**config.mk**
```make
export PLATFORM = sky130hd
export DESIGN_NAME = ultrasonic_scheduler
export DESIGN_NICKNAME = d
export VERILOG_FILES = /design/src/rtl/ultrasonic_pkg.sv /design/src/rtl/echo_sync.sv /design/src/rtl/ultrasonic_scheduler.sv
export SDC_FILE = /design/constraint.sdc
export NUM_CORES = 1
export LEC_CHECK = 0
export CAP_MARGIN = 5
export CELL_PAD_IN_SITES_DETAIL_PLACEMENT = 0
export CELL_PAD_IN_SITES_GLOBAL_PLACEMENT = 2
export CORE_ASPECT_RATIO = 1.25
export CORE_MARGIN = 1.5
export CORE_UTILIZATION = 33
export CTS_CLUSTER_SIZE = 40
export DETAILED_ROUTE_END_ITERATION = 7
export MAX_ROUTING_LAYER = met4
export PLACE_DENSITY_LB_ADDON = 0.25
export SETUP_SLACK_MARGIN = 0.05
export SLEW_MARGIN = 10
export SYNTH_ARGS = -nofsm -noshare
export SYNTH_HDL_FRONTEND = slang
export SYNTH_SLANG_ARGS = --single-unit
```
**constraint.sdc**
```tcl
create_clock -name clk -period 2.1 [get_ports clk]
set_input_delay 0.315 -clock clk [delete_from_list [all_inputs] [get_ports clk]]
set_output_delay 0.315 -clock clk [all_outputs]
set_load 0.05 [all_outputs]
```
**src/rtl/ultrasonic_pkg.sv**
```systemverilog
// Shared types and defaults for the ultrasonic rangefinder scheduler.
package ultrasonic_pkg;

    // Scheduler sequence: one channel at a time, always ending in a guard interval.
    typedef enum logic [2:0] {
        StIdle,
        StTrig,
        StWaitEcho,
        StMeasure,
        StGuard
    } state_e;

    // Defaults sized for a 50 MHz system clock.
    localparam int unsigned DEF_N_CH           = 4;
    localparam int unsigned DEF_TRIG_CYCLES    = 500;      // 10 us trigger pulse
    localparam int unsigned DEF_TIMEOUT_CYCLES = 1900000;  // 38 ms echo window
    localparam int unsigned DEF_GUARD_CYCLES   = 3000000;  // 60 ms inter-ping gap
    localparam int unsigned DEF_CNT_W          = 22;

    // Width of a channel index; never narrower than one bit.
    function automatic int unsigned ch_idx_w(input int unsigned n);
        return (n > 1) ? $clog2(n) : 1;
    endfunction

endpackage

```
**src/rtl/echo_sync.sv**
```systemverilog
// Two-flop synchronizer for asynchronous echo pins plus rise/fall edge detection.
// Edges are taken between the synchronized level and its one-cycle-delayed copy,
// so both edges see the same latency and a measured width matches the raw width.
module echo_sync #(
    parameter int unsigned WIDTH = 4
) (
    input  logic             clk,
    input  logic             reset_n,
    input  logic [WIDTH-1:0] async_in,
    output logic [WIDTH-1:0] level,
    output logic [WIDTH-1:0] rise,
    output logic [WIDTH-1:0] fall
);

    logic [WIDTH-1:0] meta_q;
    logic [WIDTH-1:0] sync_q;
    logic [WIDTH-1:0] prev_q;

    // Synchronizer chain and edge-history register.
    always_ff @(posedge clk or negedge reset_n) begin
        if (!reset_n) begin
            meta_q <= '0;
            sync_q <= '0;
            prev_q <= '0;
        end else begin
            meta_q <= async_in;
            sync_q <= meta_q;
            prev_q <= sync_q;
        end
    end

    assign level = sync_q;
    assign rise  = sync_q & ~prev_q;
    assign fall  = ~sync_q & prev_q;

endmodule

```
**src/rtl/ultrasonic_scheduler.sv**
```systemverilog
// Round-robin measurement scheduler for N ultrasonic rangefinders.
// Each selected channel goes through trigger, echo wait, width measurement and a
// guard interval; only one channel is ever active so sensors cannot crosstalk.
module ultrasonic_scheduler
    import ultrasonic_pkg::*;
#(
    parameter int unsigned N_CH           = DEF_N_CH,
    parameter int unsigned TRIG_CYCLES    = DEF_TRIG_CYCLES,
    parameter int unsigned TIMEOUT_CYCLES = DEF_TIMEOUT_CYCLES,
    parameter int unsigned GUARD_CYCLES   = DEF_GUARD_CYCLES,
    parameter int unsigned CNT_W          = DEF_CNT_W
) (
    input  logic                        clk,
    input  logic                        reset_n,
    input  logic                        enable,
    input  logic [N_CH-1:0]             ch_mask,
    input  logic [N_CH-1:0]             echo,
    output logic [N_CH-1:0]             trig,
    output logic                        busy,
    output logic                        dist_valid,
    output logic [ch_idx_w(N_CH)-1:0]   dist_ch,
    output logic [CNT_W-1:0]            dist_data,
    output logic                        dist_timeout
);

    localparam int unsigned CH_W = ch_idx_w(N_CH);
    // One spare bit so sel + offset never overflows before the wrap subtraction.
    localparam int unsigned CW1  = CH_W + 1;

    localparam logic [CNT_W-1:0] TRIG_LAST  = CNT_W'(TRIG_CYCLES - 1);
    localparam logic [CNT_W-1:0] TOUT_LAST  = CNT_W'(TIMEOUT_CYCLES - 1);
    localparam logic [CNT_W-1:0] GUARD_LAST = CNT_W'(GUARD_CYCLES - 1);
    localparam logic [N_CH-1:0]  TRIG_ONE   = {{(N_CH-1){1'b0}}, 1'b1};

    state_e            state_q;
    logic [CH_W-1:0]   sel_q;     // channel in service, or last serviced while idle
    logic [CNT_W-1:0]  cnt_q;     // trigger length, timeout or guard count by state
    logic [CNT_W-1:0]  width_q;

    logic [N_CH-1:0]   echo_level;
    logic [N_CH-1:0]   echo_rise;
    logic [N_CH-1:0]   echo_fall;

    logic              sel_level;
    logic              sel_rise;
    logic              sel_fall;
    logic              tout_hit;
    logic [CNT_W-1:0]  width_inc;
    logic [CNT_W-1:0]  cnt_inc;

    logic [CH_W-1:0]   next_ch;
    logic              ch_found;
    logic [CW1-1:0]    cand;

    echo_sync #(
        .WIDTH (N_CH)
    ) u_echo_sync (
        .clk      (clk),
        .reset_n  (reset_n),
        .async_in (echo),
        .level    (echo_level),
        .rise     (echo_rise),
        .fall     (echo_fall)
    );

    // Only the channel in service is observed.
    assign sel_level = echo_level[sel_q];
    assign sel_rise  = echo_rise[sel_q];
    assign sel_fall  = echo_fall[sel_q];

    // Timeout fires on the cycle the count reaches TIMEOUT_CYCLES.
    assign tout_hit  = (cnt_q >= TOUT_LAST);
    assign cnt_inc   = cnt_q + 1'b1;
    assign width_inc = (width_q == '1) ? width_q : width_q + 1'b1;

    // Next enabled channel strictly after the last serviced one, wrapping to 0.
    always_comb begin
        next_ch  = sel_q;
        ch_found = 1'b0;
        cand     = '0;
        for (int unsigned i = 1; i <= N_CH; i++) begin
            cand = {1'b0, sel_q} + CW1'(i);
            if (cand >= CW1'(N_CH)) begin
                cand = cand - CW1'(N_CH);
            end
            if (!ch_found && ch_mask[cand[CH_W-1:0]]) begin
                ch_found = 1'b1;
                next_ch  = cand[CH_W-1:0];
            end
        end
    end

    // Sequencer FSM with all outputs registered.
    always_ff @(posedge clk or negedge reset_n) begin
        if (!reset_n) begin
            state_q      <= StIdle;
            sel_q        <= CH_W'(N_CH - 1);
            cnt_q        <= '0;
            width_q      <= '0;
            trig         <= '0;
            busy         <= 1'b0;
            dist_valid   <= 1'b0;
            dist_ch      <= '0;
            dist_data    <= '0;
            dist_timeout <= 1'b0;
        end else begin
            dist_valid <= 1'b0;
            unique case (state_q)
                StIdle: begin
                    if (enable && ch_found) begin
                        sel_q   <= next_ch;
                        trig    <= TRIG_ONE << next_ch;
                        cnt_q   <= '0;
                        busy    <= 1'b1;
                        state_q <= StTrig;
                    end
                end

                StTrig: begin
                    if (cnt_q == TRIG_LAST) begin
                        trig    <= '0;
                        cnt_q   <= '0;
                        state_q <= StWaitEcho;
                    end else begin
                        cnt_q <= cnt_inc;
                    end
                end

                StWaitEcho: begin
                    if (tout_hit) begin
                        dist_valid   <= 1'b1;
                        dist_ch      <= sel_q;
                        dist_data    <= '1;
                        dist_timeout <= 1'b1;
                        cnt_q        <= '0;
                        state_q      <= StGuard;
                    end else begin
                        cnt_q <= cnt_inc;
                        // A level already high on entry never produces a rise here.
                        if (sel_rise) begin
                            width_q <= '0;
                            state_q <= StMeasure;
                        end
                    end
                end

                StMeasure: begin
                    if (tout_hit) begin
                        dist_valid   <= 1'b1;
                        dist_ch      <= sel_q;
                        dist_data    <= '1;
                        dist_timeout <= 1'b1;
                        cnt_q        <= '0;
                        state_q      <= StGuard;
                    end else if (sel_fall) begin
                        // The rise-detect cycle was high but not counted; add it here.
                        dist_valid   <= 1'b1;
                        dist_ch      <= sel_q;
                        dist_data    <= width_inc;
                        dist_timeout <= 1'b0;
                        cnt_q        <= '0;
                        state_q      <= StGuard;
                    end else begin
                        cnt_q <= cnt_inc;
                        if (sel_level) begin
                            width_q <= width_inc;
                        end
                    end
                end

                StGuard: begin
                    if (cnt_q == GUARD_LAST) begin
                        cnt_q   <= '0;
                        busy    <= 1'b0;
                        state_q <= StIdle;
                    end else begin
                        cnt_q <= cnt_inc;
                    end
                end

                default: begin
                    trig    <= '0;
                    busy    <= 1'b0;
                    cnt_q   <= '0;
                    state_q <= StIdle;
                end
            endcase
        end
    end

endmodule

```
==> results.md <==
- Run status: finished with violations
- Violations in the final reports: setup timing
- Setup repair after global routing missed its margin: yes
- Count of distinct cell types in the synthesized netlist: 61
- Drt first-iter violations: 191
- EDFF count, synth: 0
- Type of the tightest min-delay check: reg2reg
- Peak VDD IR: 329 uV
- Minimum clock period after layout: 2.17 ns
- Vias after detailed routing: 4,564
- Clock latency on the worst-skew pair: 0.35 ns
- Area growth syn-to-layout: 44.6%
- Core Region: 0.0145 sq mm
- Cells taking the most area after synthesis: dfrtp_1, a21oi_1, o21ai_0
- Most used DFF post-synth: dfrtp_1
- Fraction of layout instances using a drive strength above 1: 0.335
- Global route total overflow: 0
- Flops & latches, synth: 92
- Antenna violations before repair: 0
- Maximum clock insertion buffer count: 2
- Count of buffer and inverter cells on the critical path: 0
- Chip Height: 140 um
- Post-synthesis instance area: 0.00495 sq mm
- CP startpoint kind: flip-flop
- Biggest cell delay along the critical path: 0.40 ns
- Normalized max-slew margin: 0.663
- DPL Wire Length: 9440 um
- Worst-path cell with the longest stage delay: or3_4
- Cell Pwr Density: 524 mW/mm^2
- Clock skew after layout: 0.00870 ns
- Sequence of cells on the critical path: ha_2 -> a41o_1 -> a2111oi_4 -> or3_4 -> o211ai_4 -> or3_4 -> o22ai_2
- Clock input transition at the sequential cells of the worst setup and hold paths: 0.07 ns
- Antenna Cells: 0
- Number of optimization iterations in the first detailed-route pass: 4
- Commonest cells after routing, fill and taps aside: dfrtp_1, buf_4, nand2_1, clkdlybuf4s50_1, nor2_1
- Max FO, Critical Path: 5
- Number of cells after detailed placement: 804
- Die Area: 0.0158 sq mm
- TritonCTS clock tree: yes
- Share of the cycle needed by the critical path after routing: 1.03
- Final Hold Fails: 0
- Leakage power: 2.97 nW
- Nets: 670
- Vias in the first global route: 4,577
- Actual slew at the worst max-slew pin: 0.506 ns
- Number of max-cap violations: 0
- Clock Root Buffer: clkbuf_16
- Width of the chip: 113 um
- Top-Level Pins: 42
- Final Instance Count excl. Fillers: 840
- First-pass GRT wire length: 22,700 um
- Tot GR Track Use: 0.184
- Top cell family by delay on the critical path: compound AO/OA/AOI/OAI gates
- Inserted Clock Buffers: 9
- Sequential-to-total area share from yosys stat: 0.465
- Category of the most critical setup path: reg2reg
- Final estimated routing congestion in global placement: 0.819
- Remaining routing DRC violations: 0
- Total power consumption of the routed design: 3.75 mW
- Post-Syn Nets: 552
- Count of endpoints failing setup in the final report: 24
- Cell type contributing the most total cell area after synthesis: dfrtp_1
- Avg Cell Area, Syn: 9.19 sq um
- # H-tree levels: 3
- Total number of yosys warnings: 0
- Most prevalent standard cell on the critical path: or3_4
- Setup_tns: -0.574 ns
- Final setup margin: -0.0714 ns
- Worst EP arrival: 2.44 ns
- Post-DR vias/cell: 5.43
- Worst hold slack: 0.349 ns
- Crit path capture type: flip-flop
- Pin count of the biggest net entering global routing: 34
- Proportion of netlist area held by the largest area contributor: 0.455
- Count of input and output buffers: 41
- Total wire length: 14,100 um
- Antenna Nets Post-Route: 0
- Average wire length per cell after detail routing: 16.8 um
- Ys async rst share: 1.00
- Crit path required time: 2.37 ns
- Number of pins exceeding their max-slew limit in the final report: 0
- Initial core utilization: 0.341
- Max Freq: 0.461 GHz
- Setup slack of the worst register-to-register path: -0.07 ns
- Post-synthesis instance total: 539
- Most common cell after layout, fill and taps aside: dfrtp_1
- Standard-cell row count: 49
- Sinks on Clock Net: 92
- Layout filler cell count: 1,351
worst reg2reg max path: stages (launching register included):
cell,delay [ns]
dfrtp_1,0.38
ha_2,0.21
a41o_1,0.22
a2111oi_4,0.39
or3_4,0.25
o211ai_4,0.11
or3_4,0.40
o22ai_2,0.14
cells by family after synthesis:
family / Yosys count / synth area share
adder cells (fa/ha/maj): 2 / 0.00505
AND/OR/NAND/NOR: 213 / 0.228
AO/OA/AOI/OAI: 151 / 0.193
flip-flops: 92 / 0.465
multiplexers: 11 / 0.0283
XOR/XNOR: 17 / 0.0301
buffers and inverters: 53 / 0.0500
cell type report:
class | count | area [sq um] | share of cell area
clock buffers | 11 | 253 | 0.0353
clock inverters | 5 | 82.6 | 0.0115
inverters | 15 | 56.3 | 0.00786
multi-input cells | 394 | 2830 | 0.395
flip-flops and latches | 92 | 2310 | 0.322
well taps | 178 | 223 | 0.0311
repair buffers | 145 | 1410 | 0.197
per-stage QoR:
stage,setup WS [ns],cell area (sq um),util
2_1_floorplan,0.0335,4960,-
3_3_place_gp,-0.0776,6110,0.420
3_5_place_dp,-0.106,6110,0.420
4_1_cts,-0.0572,6660,0.458
5_1_grt,-0.148,7160,0.493
6_report,-0.0714,7160,0.493
per-layer routing:
| metal | vias up | part of all wire | global-route usage |
|---|---|---|---|
| met3 | 22 | 0.026 | 0.0299 |
| met5 | - | 0 | - |
| met1 | 2262 | 0.43 | 0.216 |
| li1 | 2196 | - | - |
| met2 | 84 | 0.52 | 0.314 |
| met4 | 0 | 0.023 | 0.0759 |
where the power goes:
part | internal, mW | switching, mW
combinational | 0.0508 | 0.0719
clock | 1.11 | 0.720
sequential | 1.79 | 0.00785
synth_stat cells, types with 2 or more instances:
library cell and count:
clkbuf_1 19, nand4_1 13, a31oi_1 22, a31o_2 3
a211oi_1 2, or3_1 5, a41oi_1 3, o21a_1 3
o21ai_0 41, nand2_1 41, o31ai_1 10, o211ai_2 2
mux4_2 2, dfrtp_1 90, xor2_1 6, or4_1 3
xnor2_1 11, nand3_1 27, mux2i_1 5, o21bai_1 2
buf_2 14, and2_1 9, and3_1 15, nor3_1 13
nor2b_1 5, mux2_2 4, nand3b_1 6, a221o_1 3
ha_1 2, nand2b_1 9, inv_1 15, and4_1 7
a21oi_1 45, nor2_1 50, dfstp_2 2, a221oi_1 2
buf_6 4
final timing paths:
check | startpoint | to | depth (start not counted)
max reg2reg | cnt_q[0]$_DFFE_PN0P_ | width_q[1]$_DFFE_PN0P_ | 7
min | u_echo_sync.meta_q[0]$_DFF_PN0_ | u_echo_sync.level[0]$_DFF_PN0_ | 0
min in group asynchronous | reset_n | dist_data[4]$_DFFE_PN0P_ | 2
max in group asynchronous | reset_n | cnt_q[5]$_DFFE_PN0P_ | 3
min reg2reg | u_echo_sync.meta_q[0]$_DFF_PN0_ | u_echo_sync.level[0]$_DFF_PN0_ | 0
max | cnt_q[0]$_DFFE_PN0P_ | width_q[1]$_DFFE_PN0P_ | 7
repair_timing:
action | 4_1_cts | 5_1_grt
gates cloned | 0 | 4
setup endpoints to repair | 65 | 75
hold endpoints to repair | 26 | 0
pin swaps | 9 | 7
hold buffers | 1 | 0
gates resized for setup | 43 | 107
setup buffers | 11 | 8
state kept, by name (all words and copies together), names as in the netlist, 2 cells and up:
name,flops
width_q,22
sel_q,2
u_echo_sync.prev_q,4
state_q,3
u_echo_sync.level,4
cnt_q,22
trig,4
dist_ch,2
dist_data,22
u_echo_sync.meta_q,4
Power figures use the tool's default switching activity.
